==> src/rtl/dna_reader.sv <==
// Reads the DNA_PORT serial number MSB-first over a divided dna_clk; result is valid 2*CLK_HALF*DNA_WIDTH cycles after start.
// No backpressure: start is a single-cycle request that is dropped while a read is in progress.
module dna_reader #(
  parameter int DNA_WIDTH  = 57,
  parameter int CLK_HALF   = 2,
  parameter int AUTO_START = 1
) (
  input  logic                 clk,
  input  logic                 reset,
  input  logic                 start,
  output logic                 busy,
  output logic                 valid,
  output logic [DNA_WIDTH-1:0] dna,
  output logic                 dna_clk,
  output logic                 dna_read,
  output logic                 dna_shift,
  output logic                 dna_din,
  input  logic                 dna_dout
);

  localparam int PW = (CLK_HALF > 1) ? $clog2(CLK_HALF) : 1;
  localparam int CW = $clog2(DNA_WIDTH + 1);

  typedef enum logic [1:0] {IDLE, LOAD, SHIFT} state_t;

  state_t        state;
  logic [PW-1:0] phase;
  logic [CW-1:0] bit_cnt;
  logic          first;
  logic          tc;
  logic          fall;
  logic          kick;

  assign tc      = (phase == PW'(CLK_HALF - 1));
  assign fall    = tc && dna_clk;
  assign kick    = start || ((AUTO_START != 0) && first);
  assign dna_din = 1'b0;

  always_ff @(posedge clk) begin
    if (reset) begin
      state     <= IDLE;
      phase     <= '0;
      bit_cnt   <= '0;
      first     <= 1'b1;
      busy      <= 1'b0;
      valid     <= 1'b0;
      dna       <= '0;
      dna_clk   <= 1'b0;
      dna_read  <= 1'b0;
      dna_shift <= 1'b0;
    end else begin
      first <= 1'b0;
      case (state)
        IDLE: begin
          phase   <= '0;
          dna_clk <= 1'b0;
          if (kick) begin
            state    <= LOAD;
            dna_read <= 1'b1;
            busy     <= 1'b1;
            valid    <= 1'b0;
            bit_cnt  <= '0;
          end
        end
        LOAD, SHIFT: begin
          if (tc) begin
            phase   <= '0;
            dna_clk <= ~dna_clk;
          end else begin
            phase <= phase + PW'(1);
          end
          // DOUT is sampled on the dna_clk fall, half a period after the rise that moved it
          if (fall) begin
            dna     <= {dna[DNA_WIDTH-2:0], dna_dout};
            bit_cnt <= bit_cnt + CW'(1);
            if (state == LOAD) begin
              dna_read  <= 1'b0;
              dna_shift <= 1'b1;
              state     <= SHIFT;
            end else if (bit_cnt == CW'(DNA_WIDTH - 1)) begin
              dna_shift <= 1'b0;
              busy      <= 1'b0;
              valid     <= 1'b1;
              state     <= IDLE;
            end
          end
        end
        default: state <= IDLE;
      endcase
    end
  end

endmodule

==> config.mk <==
export PLATFORM = sky130hd
export DESIGN_NAME = dna_reader
export DESIGN_NICKNAME = d
export VERILOG_FILES = /design/src/rtl/dna_reader.sv
export SDC_FILE = /design/constraint.sdc
export NUM_CORES = 1
export LEC_CHECK = 0
export BUFFER_PORTS_ARGS = -buffer_cell sky130_fd_sc_hd__buf_2
export CAP_MARGIN = 20
export CORE_MARGIN = 2
export CORE_UTILIZATION = 50
export DETAILED_ROUTE_END_ITERATION = 10
export PLACE_DENSITY = 0.81
export SYNTH_ARGS = -nofsm -noshare
export SYNTH_HDL_FRONTEND = slang
export SYNTH_SLANG_ARGS = --single-unit
==> constraint.sdc <==
create_clock -name clk -period 3.9 [get_ports clk]
set_input_delay 0.78 -clock clk [delete_from_list [all_inputs] [get_ports clk]]
set_output_delay 0.78 -clock clk [all_outputs]
set_load 0.05 [all_outputs]
# Yosys cells after proc, flatten, opt, wreduce, memory -nomap -nowiden
# Index checks and enable logic that the tools add are counted.
# W data, S select, Z words.
classes:
  n_mux: 27
  reduce_logical: 13
  n_bitwise: 1
  n_addsub: 2
  n_eq_ne: 10
op_table:
  columns: ["operator", "n"]
  rows:
  - ["$mux W1", 14]
  - ["$mux W6", 2]
  - ["$ne A2 B2 Y1 const B", 6]
  - ["$pmux W6 S2", 1]
  - ["$pmux W1 S2", 5]
  - ["$reduce_and A3 Y1", 3]
  - ["$mux W2", 4]
  - ["$add A6 B1 Y6 const B", 1]
  - ["$eq A6 B6 Y1 const B", 1]
  - ["$reduce_and A5 Y1", 1]
  - ["$pmux W2 S2", 1]
  - ["$reduce_and A2 Y1", 2]
  - ["$reduce_and A4 Y1", 1]
  - ["$reduce_bool A2 Y1", 2]
  - ["$ne A3 B3 Y1 const B", 1]
  - ["$eq A2 B1 Y1 const B", 1]
  - ["$eq A2 B2 Y1 const B", 1]
  - ["$logic_not A2 Y1", 1]
  - ["$reduce_or A2 Y1", 1]
  - ["$add A1 B1 Y1 const B", 1]
  - ["$logic_and A1 B1 Y1", 1]
  - ["$logic_or A1 B1 Y1", 1]
  - ["$not A1 Y1", 1]
totals:
  word_cells: 63
  regBits: 72
  input_bits: 4
  output_inout_bits: 63

# Longest topological paths before layout
# Gate-level depths: netlist (run 1).
logic_depth:
  depth_word: 5
  ltp_mapped: 9

# Worst setup path after synthesis (run 1)
# Ideal clock, no wire load.
synth_path:
  path_type: "reg-to-reg"
  from: "register state[0]"
  to: "register busy"
  setup_time_ns: 0.116
  arrival_ns: 1.833
  slack_ns: 1.951
  stages_incl_launch_ff: 8
  path_buffers: 1
  cell_sequence: "dfxtp_1 > inv_1 > ha_1 > buf_6 > a21boi_4 > or2_4 > or4_4 > o211a_1"
synth_between:
  elab_chain_cells: 4
  elab_cells_between_ends: 11
  cone_classes: "eq/ne (6); mux (1); reduce/logical (4)"
synth_rtl:
  columns: ["element", "line", "rtl"]
  rows:
  - ["start, declared", "26", "state_t state;"]
  - ["start signal, assigned", "41", "state <= IDLE;"]
  - ["start signal, assigned", "58", "state <= LOAD;"]
  - ["start signal, assigned", "79", "state <= SHIFT;"]
  - ["$eq A2 B1 Y1 or $eq A2 B2 Y1 (tied branches)", "53, 76", null]
  - ["$reduce_or A2 Y1", "53", "case (state)"]
  - ["$ne A2 B2 Y1 (no source line) or $reduce_bool A2 Y1 (tied branches)", null, null]
  - ["$reduce_and A5 Y1 (no source line)", null, null]
  - ["end signal, assigned", "45", "busy <= 1'b0;"]
  - ["end signal, assigned", "60", "busy <= 1'b1;"]
  - ["end signal, assigned", "82", "busy <= 1'b0;"]
  - ["end, declared", "11", "output logic busy,"]
# Parallel ways exist; a longest one is shown, timed or not.
# A chain may end at the register's enable or synchronous reset.

# Worst setup path in the final report (run 1)
layout_path:
  from: "register state[0]"
  to: "register dna[24]"
layout_between:
  elab_chain_cells: 3
  elab_cells_between_ends: 4
  cone_classes: "eq/ne (2); reduce/logical (2)"
layout_rtl:
  columns: ["element", "line", "rtl"]
  rows:
  - ["$eq A2 B1 Y1 or $eq A2 B2 Y1 (tied branches)", "53", null]
  - ["$reduce_or A2 Y1 *", "53", null]
  - ["$reduce_and A2 Y1 (no source line) *", null, null]
  - ["end signal, assigned", "74", "dna <= {dna[DNA_WIDTH-2:0], dna_dout};"]
  - ["end, declared", "13", "output logic [DNA_WIDTH-1:0] dna,"]
# Every way passes the cells marked *; elsewhere a longest branch is shown, timed or not.

==> metrics, run 1 <==
status finished clean; Setup Crit Path Kind flop to flop; Clock transition at path regs 0.07 ns; setup TNS 0 ns; clock buffer count from CTS 9; num rows 26; CTS tree done; Iteration-0 DRC Markers 148; # DRC 0; CTS Buffer Depth 2; CTS Sinks 72; Mapped Nets 344; worst clock skew 0.00454 ns; Cell variety after synth 32; Worst EP required 4.16 ns; Pins Over Slew Limit 0; Post-CTS Setup Repair Bufs 0; unrepaired setup endpoints after global routing no; met2 usage 30.4%; Psw 477 uW; GRT Max-Usage Layer met2; Pwr Total 1740 uW; Syn Area/Cell 8.11 um^2; Syn Inst Count 335; Leakage 0.00134 uW; WL final 5490 um; Sw Ratio 27.3%; Fmax 481 MHz; CP endpoint kind flop; Layout area overhead 20.5%; number of diodes 0; Die ar. 6040 um^2; Initial Utilization 52.5%; M1 GR Usage 21.7%; WP data arrival 2.34 ns; sequential share of power 45.7%; hold-fix buffers at CTS 0; cell internal pwr 1270 uW; FF+latch area 1440 um^2; warnings from Yosys 0; CTS Root Cell clkbuf_8; GRT Util Overall 18.6%; Multi-input gate area 1140 um^2; maximum vdd drop 0.000289 V; drt via density 4.96; first-pass GRT wire length 8900 um; fill count 457; max_cap viols 0; I/O pins 67; Comb pwr share 16.4%; number of global-route vias before repair 2,060; Yosys top cell area share 53.1%; Slew HR 49.6%; WL/cell 11.8 um; Chip Height 77.7 um; Mapped Area 2720 um^2; CP Max Fanout 46; post-route ant nets 0; Die Wd 77.7 um; post-CTS resize count 0; post-place setup slack 1.79 ns; Synth area leader dfxtp_1; initial antenna violation count 0; final hold violation count 0; remaining global-route overflow 0; hpwl dp 3620 um; pin count of the biggest net entering global routing 66; PD cells 532 nW/um^2; minimum clock period 2.08 ns; Core Area 5170 um^2; Hold WS 0.465 ns; DRT Pass-1 Iters 4; final setup fails 0; M3 GR Usage 4.65%; startpoint types flop; CTS H-tree depth 3; Yosys reg bits 72; placed cell area 3040 um^2; vias after detailed routing 2,315; Synth area leaders dfxtp_1 53%, nand2_1 17%, a21oi_1 12%; share of cells above drive strength 1 23.2%; GP Congestion 0.818; worst skew pair latency 0.34 ns; final setup margin 1.82 ns; register area share after synthesis 53.1%; Final period util 53.3%; Final Cell Area 3270 um^2; Layout Nets 401; Port Buffers 65; Hold WC Path Type flop to flop; Worst-Margin Slew 0.750 ns; Clock power frac 37.9%
per-layer routing:
metal  vias up  share of wire [%]
met3         6                4.9
met5         -                  0
met4         0                1.2
li1       1197                  -
met1      1058                 46
met2        54                 48
state kept, by name, indices dropped and copies added (netlist names):
name and flops:
dna 57, dna_clk 1, dna_shift 1, busy 1, valid 1, dna_read 1, first 1, bit_cnt 6
state 2, phase 1
layout make-up:
class	instances	area share (%)
Clock buffer	11	4.62
Clock inverter	5	2.41
Inverter	7	0.802
Multi-Input combinational cell	234	34.8
Sequential cell	72	44.0
Tap cell	70	2.67
Timing Repair Buffer	68	10.6
path summary, 6_finish.rpt:
kind / start / to / slack [ns] / cells past startpoint
worst max-delay path: state[0] / dna[24] / 1.82 / 6
worst min-delay path: dna[31] / dna[32] / 0.46 / 2
worst max register to register: state[0] / dna[24] / 1.82 / 6
worst min register to register: dna[31] / dna[32] / 0.46 / 2
cells by family (layout without fill, tap and decap cells):
logic type                 count (synthesis)  count (layout)  synth area share [%]
and+or+nand+nor                          148             148                  22.5
AOI/OAI and AO/OA                         73              73                  14.6
DFF                                       72              72                  53.1
buffers and inverters                     29              91                  5.11
adders and majority gates                  5               5                  2.30
xor gates and xnor gates                   5               5                  1.61
muxes                                      2               2                 0.737
other                                      1               1                 0.138
per-stage QoR:
stage               utilization, %  instances
floorplan                        -        335
global placement              58.9        451
detailed placement            58.9        451
CTS                           63.3        467
global route                  63.3        467
finish                        63.3        467
layout by cell type (no fill, tap or decap), types with 2 or more instances in the layout:
cell type  count
nand2_1      123
dfxtp_1       72
buf_2         65
a21oi_1       63
clkbuf_8      11
nor2_1         9
inv_1          7
xnor2_1        5
ha_1           5
o21ai_0        4
nor4_1         3
buf_4          3
or3_1          2
mux2i_1        2
nor3_1         2
clkinv_2       2
bufinv_16      2
worst max-delay path, cell delays in order (launching register included):
cell,delay (ns)
dfxtp_1,0.39
inv_1,0.06
ha_1,0.46
and3_2,0.38
buf_4,0.44
nand2_1,0.12
a21oi_1,0.15
power by group through the flow:
stage | clock, uW | sequential [uW] | combinational (uW)
3_3_place_gp | 0 | 812 | 276
6_report | 661 | 797 | 286
2_1_floorplan | 0 | 842 | 209
3_5_place_dp | 0 | 813 | 283
4_1_cts | 674 | 796 | 286
5_1_grt | 701 | 801 | 309
synthesized netlist by cell type, drive strengths merged:
master and n:
nand4b 1, nor2 9, nor3b 1, o31ai 1, nor4 3, o211a 1
ha 5, nand3 2, or3 2, conb 1, clkbuf 13, dfxtp 72
nand2 123, nor3 2, o32ai 1, nand2b 1, buf 9, o21ai 4
inv 7, a31oi 1, a21oi 64, xnor2 5, or4 1, and2b 1
or2 1, and3 1, mux2i 2, a21boi 1
Note: power is estimated with default switching activity, not from simulation.
==> inputs of run 2 (changes only) <==
--- a/config.mk
+++ b/config.mk
@@ -5,6 +5,7 @@
 export SDC_FILE = /design/constraint.sdc
 export NUM_CORES = 1
 export LEC_CHECK = 0
+export ABC_AREA = 1
 export BUFFER_PORTS_ARGS = -buffer_cell sky130_fd_sc_hd__buf_2
 export CAP_MARGIN = 20
 export CORE_MARGIN = 2
==> constraint.sdc (replaced) <==
create_clock -name clk -period 2.16 [get_ports clk]
set_input_delay 0.432 -clock clk [delete_from_list [all_inputs] [get_ports clk]]
set_output_delay 0.432 -clock clk [all_outputs]
set_load 0.05 [all_outputs]
==> metrics, run 2 <==
status finished clean; number of global-route vias before repair 2,345; placed instance count 474; Final period util 89.4%; Layout area overhead 20.3%; Clock transition at path regs 0.07 ns; Die ar. 6050 um^2; placed cell area 3050 um^2; Slew HR 62.9%; Setup Crit Path Kind flop to flop; # DRC 0; Yosys top cell area share 53.0%; Critical Path Sink dna_read; Core Area 5170 um^2; Worst EP required 2.39 ns; Pins Over Slew Limit 0; WL/cell 12.1 um; most common cell after layout, fill and taps aside nor2_1; pin count of the biggest net entering global routing 61; Layout Nets 424; hpwl dp 3650 um; Worst-Margin Slew 0.556 ns; first-pass GRT wire length 10,200 um; GRT Util Overall 21.0%; final setup fails 0; dominant synthesized flop cell dfxtp_1; final hold violation count 0; vias after detailed routing 2,471; R2R Setup Slk 0.23 ns; number of synthesized flops with an enable pin 0; R2R depth 8; final core occ 63.3%; top cells by count, synth 125 x nor2_1, 72 x dfxtp_1, 59 x o21ai_0; initial antenna violation count 0; biggest regs dna: 57 flops, bit_cnt: 6 flops, state: 2 flops; startpoint types flop; Yosys reg bits 72; Port Buffers 65; CTS Buffer Depth 2; num rows 26; post-route insts no fill 489; warnings from Yosys 0; CTS tree done; r2r startpoint state[1]; Syn Inst Count 356; fill count 447; Syn Area/Cell 7.64 um^2; CTS H-tree depth 3; setup TNS 0 ns; register area share after synthesis 53.0%; drt via density 5.05; Leakage 0.00179 uW; Biggest register dna; unrepaired setup endpoints after global routing no; max_cap viols 0; worst skew pair latency 0.34 ns; minimum clock period 1.93 ns; maximum vdd drop 0.000509 V; Hold WS 0.318 ns; Hold Path Stages 1; Mapped Nets 365; Synth area leader dfxtp_1; post-route ant nets 0; Post-CTS Setup Repair Bufs 0; clock buffer count from CTS 9; WP data arrival 2.16 ns; WL final 5930 um; Fmax 518 MHz; share of cells above drive strength 1 20.5%; CP Max Fanout 60; number of flip-flops in the largest register 57; Initial Utilization 52.6%; number of diodes 0; Chip Height 77.8 um; CTS Sinks 72; post-CTS resize count 0; commonest cells after routing, fill and taps aside 125 x nor2_1, 72 x dfxtp_1, 65 x buf_2; CP endpoint kind flop; Mapped Area 2720 um^2; Synth area leaders dfxtp_1 53%, nor2_1 17%, o21ai_0 11%; hold-fix buffers at CTS 0; DRT Pass-1 Iters 4; FFs w/ async S/R, synth 0%; count leader, synth nor2_1; GP Congestion 0.890; PD cells 1000 nW/um^2; worst clock skew 0.00705 ns; remaining global-route overflow 0; r2r endpoint dna_read; I/O pins 67; Iteration-0 DRC Markers 110; CTS Root Cell clkbuf_8; Die Wd 77.8 um; Cell variety after synth 23; Hold WC Path Type primary input to flop; Worst Setup SP state[1]; Final Cell Area 3270 um^2
## run 2: cell types whose count changed after synthesis, sizes merged, moves of 3 or more
cell,delta
a21oi,-53
buf,-4
inv,+9
nand2,-95
nand3,+9
nor2,+117
nor4,-3
o21ai,+55
xnor2,-5
## run 2: worst min path at each step
| stage | endpoint | startpoint | slack [ns] |
|---|---|---|---|
| finish | first | reset | 0.32 |
| global route | first | reset | 0.31 |
| CTS | first | reset | 0.31 |
| detailed placement | valid | valid | 0.46 |
| global placement | dna_shift | dna_shift | 0.45 |
| floorplan | first | reset | 0.46 |
## run 2: final cells by class
type / instances / area [um^2] / share of cell area, %
Sequential cell: 72 / 1440 / 44.0
Multi-Input combinational cell: 248 / 1120 / 34.1
Timing Repair Buffer: 68 / 348 / 10.6
Clock buffer: 12 / 155 / 4.74
Tap cell: 70 / 87.6 / 2.68
Clock inverter: 3 / 65.1 / 1.99
Inverter: 16 / 60.1 / 1.83
## run 2: critical path, cell delays in order, from the launching register on
cell and delay, ns:
dfxtp_1 0.37, inv_1 0.09, ha_1 0.39, nand2_2 0.11
nor2_4 0.10, buf_4 0.42, nand3_1 0.15, nand2_1 0.09
a21oi_1 0.06
## run 2: logic make-up after synthesis
group,share of synthesized area (%)
buffers and inverters,6.02
other,0.138
adders and majority gates,2.30
DFF,53.0
xor gates and xnor gates,0.322
AOI/OAI and AO/OA,13.4
and+or+nand+nor,24.8
## run 2: metrics by stage
stage                     setup WS, ns  power, uW
after floorplan                  0.631       1990
final                            0.229       3270
after detailed placement         0.274       2120
after global placement           0.368       2100
after CTS                        0.246       3280
after global routing            0.0409       3430
## run 2: power by group
group	switching [uW]	total [uW]	internal [uW]	leakage [uW]
combinational	455	643	188	0.00109
clock	467	1170	706	0.000112
sequential	59.5	1460	1400	0.000582
total	981	3270	2290	0.00179
## run 2: metal layers
layer / global-route usage (%) / wire, um / vias up
met1: 24.5 / 2690 / 1143
met4: 11.4 / 104 / 0
met2: 34.1 / 2790 / 70
met5: 0 / 0 / -
met3: 6.51 / 353 / 11
li1: - / - / 1247
